[src/rtl/instr_encoder.sv]
`default_nettype none
// +--------------------------------------------------------------------------+
// | instr_encoder: packs TP2-subset RV32I fields into 32-bit words with       |
// | sequential byte addresses; one-deep output register with handshakes.     |
// | Revision: 1.0                                                            |
// +--------------------------------------------------------------------------+
module instr_encoder #(
   parameter int BASE_ADDR = 0,
   parameter int ADDR_W    = 10
) (
   input  logic              clock,
   input  logic              reset,
   input  logic              clear,
   input  logic              in_valid,
   output logic              in_ready,
   input  logic [2:0]        in_op,
   input  logic [4:0]        in_rd,
   input  logic [4:0]        in_rs1,
   input  logic [4:0]        in_rs2,
   input  logic [12:0]       in_imm,
   output logic              out_valid,
   input  logic              out_ready,
   output logic [31:0]       out_instr,
   output logic [ADDR_W-1:0] out_addr,
   output logic              out_err,
   output logic [7:0]        err_count
);

   localparam logic [ADDR_W-1:0] c_base_addr = ADDR_W'(BASE_ADDR);
   localparam logic [ADDR_W-1:0] c_addr_step = ADDR_W'(4);
   localparam logic [31:0]       c_nop       = 32'h0000_0013;

   localparam logic [2:0] c_op_lb  = 3'd0;
   localparam logic [2:0] c_op_sb  = 3'd1;
   localparam logic [2:0] c_op_ori = 3'd2;
   localparam logic [2:0] c_op_bne = 3'd3;
   localparam logic [2:0] c_op_add = 3'd4;
   localparam logic [2:0] c_op_and = 3'd5;
   localparam logic [2:0] c_op_sll = 3'd6;

   logic              r_out_valid;
   logic [31:0]       r_out_instr;
   logic [ADDR_W-1:0] r_out_addr;
   logic              r_out_err;
   logic [7:0]        r_err_count;
   logic [ADDR_W-1:0] r_next_addr;

   logic [31:0]       w_instr;
   logic              w_err;
   logic              w_imm_ovf;
   logic              w_accept;

   assign in_ready  = !clear && (!r_out_valid || out_ready);
   assign w_accept  = in_valid && in_ready;
   // A 13-bit immediate fits 12 bits only when its top two bits agree.
   assign w_imm_ovf = in_imm[12] ^ in_imm[11];

   always_comb begin
      w_instr = c_nop;
      w_err   = 1'b0;
      case (in_op)
         c_op_lb: begin
            w_instr = {in_imm[11:0], in_rs1, 3'b000, in_rd, 7'b0000011};
            w_err   = w_imm_ovf;
         end
         c_op_sb: begin
            w_instr = {in_imm[11:5], in_rs2, in_rs1, 3'b000, in_imm[4:0], 7'b0100011};
            w_err   = w_imm_ovf;
         end
         c_op_ori: begin
            w_instr = {in_imm[11:0], in_rs1, 3'b110, in_rd, 7'b0010011};
            w_err   = w_imm_ovf;
         end
         c_op_bne: begin
            w_instr = {in_imm[12], in_imm[10:5], in_rs2, in_rs1, 3'b001,
                       in_imm[4:1], in_imm[11], 7'b1100011};
            w_err   = in_imm[0];
         end
         c_op_add: w_instr = {7'b0000000, in_rs2, in_rs1, 3'b000, in_rd, 7'b0110011};
         c_op_and: w_instr = {7'b0000000, in_rs2, in_rs1, 3'b111, in_rd, 7'b0110011};
         c_op_sll: w_instr = {7'b0000000, in_rs2, in_rs1, 3'b001, in_rd, 7'b0110011};
         default: begin
            w_instr = c_nop;
            w_err   = 1'b1;
         end
      endcase
   end

   always_ff @(posedge clock or posedge reset) begin
      if (reset) begin
         r_out_valid <= 1'b0;
         r_out_instr <= '0;
         r_out_addr  <= '0;
         r_out_err   <= 1'b0;
         r_err_count <= '0;
         r_next_addr <= c_base_addr;
      end else if (clear) begin
         r_out_valid <= 1'b0;
         r_err_count <= '0;
         r_next_addr <= c_base_addr;
      end else if (w_accept) begin
         r_out_valid <= 1'b1;
         r_out_instr <= w_instr;
         r_out_addr  <= r_next_addr;
         r_out_err   <= w_err;
         r_next_addr <= r_next_addr + c_addr_step;
         if (w_err && (r_err_count != 8'hFF)) begin
            r_err_count <= r_err_count + 8'd1;
         end
      end else if (out_ready) begin
         r_out_valid <= 1'b0;
      end
   end

   assign out_valid = r_out_valid;
   assign out_instr = r_out_instr;
   assign out_addr  = r_out_addr;
   assign out_err   = r_out_err;
   assign err_count = r_err_count;

endmodule
`default_nettype wire

[config.mk]
export PLATFORM = sky130hd
export DESIGN_NAME = instr_encoder
export DESIGN_NICKNAME = d
export VERILOG_FILES = /design/src/rtl/instr_encoder.sv
export SDC_FILE = /design/constraint.sdc
export NUM_CORES = 1
export LEC_CHECK = 0
export ABC_AREA = 1
export CORE_AREA = 3 3 77 86
export DETAILED_ROUTE_END_ITERATION = 10
export DIE_AREA = 0 0 80 89
export PLACE_DENSITY = 0.78
export REMOVE_ABC_BUFFERS = 1
export SLEW_MARGIN = 20
export SYNTH_ARGS = -nofsm -noshare
export SYNTH_HDL_FRONTEND = slang
export SYNTH_SLANG_ARGS = --single-unit
[constraint.sdc]
create_clock -name clock -period 2.3 [get_ports clock]
set_input_delay 0.46 -clock clock [delete_from_list [all_inputs] [get_ports clock]]
set_output_delay 0.46 -clock clock [all_outputs]
set_load 0.05 [all_outputs]
==> qor.tcl <==
set qor(result_of_the_run) {finished clean}
set qor(first_global_vias) 2212
set qor(grt_start_max_net_pins) 55
set qor(cap_violations) 0
set qor(route.detailed.drc) 0
set qor(post_layout_nonfiller_instances) 488
set qor(drt_pre_antenna_iters) 5
set qor(syn_inst) 325
set qor(final_setup_violation_count) 0
set qor(clock_sinks) 54
set qor(holdCritPathClass) {reg2reg}
set qor(syn_area_um2) 2630
set qor(crit_family) {buffers and inverters}
set qor(first_pass_grt_wire_length_mm) 10.3
set qor(crit_start) {err_count[2]}
set qor(share_clk_of_total_power_pct) 21.0
set qor(worst_path_required_ps) 1840
set qor(syn_to_final_growth_pct) 38.5
set qor(grt_antenna_before_repair) 0
set qor(timing.critical_path.cells) {clkdlybuf4s50_1}
set qor(crit_path_end_kind) {output port}
set qor(cts_made_buffers) 5
set qor(yosys_warnings) 0
set qor(nFillCells) 510
set qor(core_area_um2) 5810
set qor(synth.ff_latch_count) 54
set qor(worst-setup-path-type) {reg2out}
set qor(final_min_period_over_clock_period_pct) 90.1
set qor(grt_setup_unrepaired) {no}
set qor(grtUsageMet2_pct) 31.0
set qor(num_antenna_cells) 0
set qor(total_leakage_power_nw) 1.68
set qor(ctsHoldBuffers) 0
set qor(gr-usage-all-layers_pct) 18.4
set qor(synth.top_cell.area_share_pct) 51.3
set qor(clk_pin_slew_ps) 90
set qor(cp_max_fo) 7
set qor(y_dimension_of_the_die_um) 89
set qor(gpl_congestion) 0.849
set qor(combinationalPowerShare_pct) 32.9
set qor(clk_path_buf_depth) 2
set qor(hold_viol_final) 0
set qor(gr-max-usage-layer) {met2}
set qor(ctsHtreeMaxLevel) 2
set qor(route.vias.total) 2320
set qor(power_density_nw_per_um2) 646
set qor(ys_seq_area_share_pct) 51.3
set qor(timing.final.crit_period_ps) 2070
set qor(clk-insertion-delay-late_ps) 300
set qor(die_area_um2) 7120
set qor(vias_per_cell) 4.75
set qor(placement_rows) 29
set qor(place.detailed.instances) 481
set qor(die_w_um) 80
set qor(p_sw_uw) 845
set qor(routing_usage_on_met1_pct) 23.3
set qor(port-buffer-count) 84
set qor(finClkSkew_ps) 5.29
set qor(worstSetupEndpoint) {err_count[2]}
set qor(final_layout_size_suffix_gt1_share_pct) 9.00
set qor(critical-path-max-stage-delay_ps) 840
set qor(crit_path_start_kind) {flop}
set qor(finalNetCount) 449
set qor(wire_per_inst_um) 12.6
set qor(start_util_pct) 45.3
set qor(cts_tree) {done}
set qor(dominant_cell_type_by_area_after_synthesis) {dfrtp_1}
set qor(drt_iter0_markers) 88
set qor(root_buffer) {clkbuf_8}
set qor(vdd_drop_max_v) 0.000336
set qor(critical_path.reg2reg.endpoint) {r_next_addr[5]}
set qor(fmax_ghz) 0.483
set qor(global_route.usage.met3_pct) 3.53
set qor(ff2ff_setup_slack_ps) 780
set qor(ant_nets) 0
set qor(syn_area_per_cell_um2) 8.10
set qor(setup_tns_ps) 0
set qor(critPathArrivalTime_ps) 1610
set qor(critical-path-slowest-cell) {clkdlybuf4s50_1}
set qor(worst-slew-pin-transition_ps) 534
set qor(cell_internal_pwr_mw) 1.51
set qor(synth.top_cells.by_area) {dfrtp_1 51%, nand2_1 15%, nand3_1 4.9%}
set qor(worstPathBufferInverterCount) 1
set qor(critical_path_depth) 1
set qor(regToRegStartpoint) {out_valid}
set qor(hpwlAfterDp_mm) 4.59
set qor(post_cts_resized) 0
set qor(power_frac_seq_pct) 46.2
set qor(grt.overflow.total) 0
set qor(totalWireLength_mm) 6.14
set qor(post_cts_setup_buffers) 0
set qor(io_pins) 89
set qor(yosysUniqueCellTypes) 28
set qor(relSlewSlack_pct) 64.3
set qor(r2r.worst_path.cells) 7
set qor(switching_share_pct) 35.9
set qor(slew_violations) 0
==> how the worst min path moves through the flow <==
stage	start	to	slack [ps]	cells past startpoint
detailed placement	out_instr[15]	out_instr[15]	460	2
global route	out_instr[4]	out_instr[4]	510	2
floorplan	r_next_addr[9]	r_next_addr[9]	500	3
CTS	out_instr[4]	out_instr[4]	490	2
global placement	out_instr[27]	out_instr[27]	470	2
finish	out_instr[4]	out_instr[4]	480	2
==> registers in the layout, indices dropped and copies added, names as in the netlist <==
name	flops
r_next_addr	8
err_count	8
out_addr	8
out_valid	1
out_instr	28
out_err	1
==> layout make-up <==
cell class	instances	area, um2	share of cell area, %
repair buffers	93	931	25.5
clock buffers	7	76.3	2.09
flip-flops and latches	54	1350	37.1
well taps	77	96.3	2.64
multi-input cells	233	1100	30.2
inverters	24	90.1	2.47
==> per-layer routing <==
| metal | vias up | routed length, um | part of all wire [%] |
|---|---|---|---|
| met1 | 1022 | 2770 | 45 |
| met2 | 72 | 2870 | 47 |
| met3 | 13 | 323 | 5.3 |
| met4 | 0 | 181 | 2.9 |
| met5 | - | 0 | 0 |
| li1 | 1213 | - | - |
==> placed cells by master (no fill, tap or decap), types with 3 or more instances in the layout <==
cell,instances
nand3_1,26
inv_2,6
o21ai_0,17
dfrtp_1,54
nor2_2,3
nand4_1,5
a22oi_1,4
nand2_1,105
buf_4,8
conb_1,4
nand2_2,5
o21ai_1,18
clkdlybuf4s50_1,83
clkbuf_8,5
nor3_1,4
inv_1,18
nor2_1,22
nand2_4,3
a21oi_1,3
==> per-stage QoR <==
| stage | cell area (um2) | utilization (%) | hold WS [ps] | power (mW) | worst slack [ps] |
|---|---|---|---|---|---|
| floorplan | 2540 | - | 501 | 1.57 | -900 |
| global placement | 3570 | 61.5 | 465 | 1.88 | 310 |
| detailed placement | 3570 | 61.5 | 464 | 1.88 | 263 |
| CTS | 3650 | 62.8 | 488 | 2.38 | 214 |
| global route | 3650 | 62.8 | 512 | 2.47 | 153 |
| finish | 3650 | 62.8 | 480 | 2.36 | 228 |
==> cell usage after synthesis (all sizes together) <==
cell	count
inv	24
a21oi	3
or2	1
o21bai	2
nand4	5
conb	1
nand3	27
o21ai	36
nor3	6
ha	2
buf	16
o22ai	1
a22oi	4
nand2	113
clkbuf	1
o211ai	2
xor2	2
dfrtp	54
nor2	25
==> cells by family after synthesis <==
| family | after synthesis | share of synthesized area, % |
|---|---|---|
| AND/OR/NAND/NOR | 177 | 29.5 |
| flip-flops | 54 | 51.3 |
| AO/OA/AOI/OAI | 48 | 10.1 |
| buffers and inverters | 41 | 7.37 |
| XOR/XNOR | 2 | 0.666 |
| adder cells (fa/ha/maj) | 2 | 0.950 |
| other | 1 | 0.142 |
==> power by group through the flow <==
stage / Clock (mW) / Sequential, mW / Combinational [mW]
finish: 0.494 / 1.09 / 0.774
global route: 0.554 / 1.10 / 0.819
CTS: 0.514 / 1.09 / 0.781
detailed placement: 0 / 1.10 / 0.779
global placement: 0 / 1.10 / 0.772
floorplan: 0 / 1.40 / 0.172
Note: power is estimated with default switching activity, not from simulation.
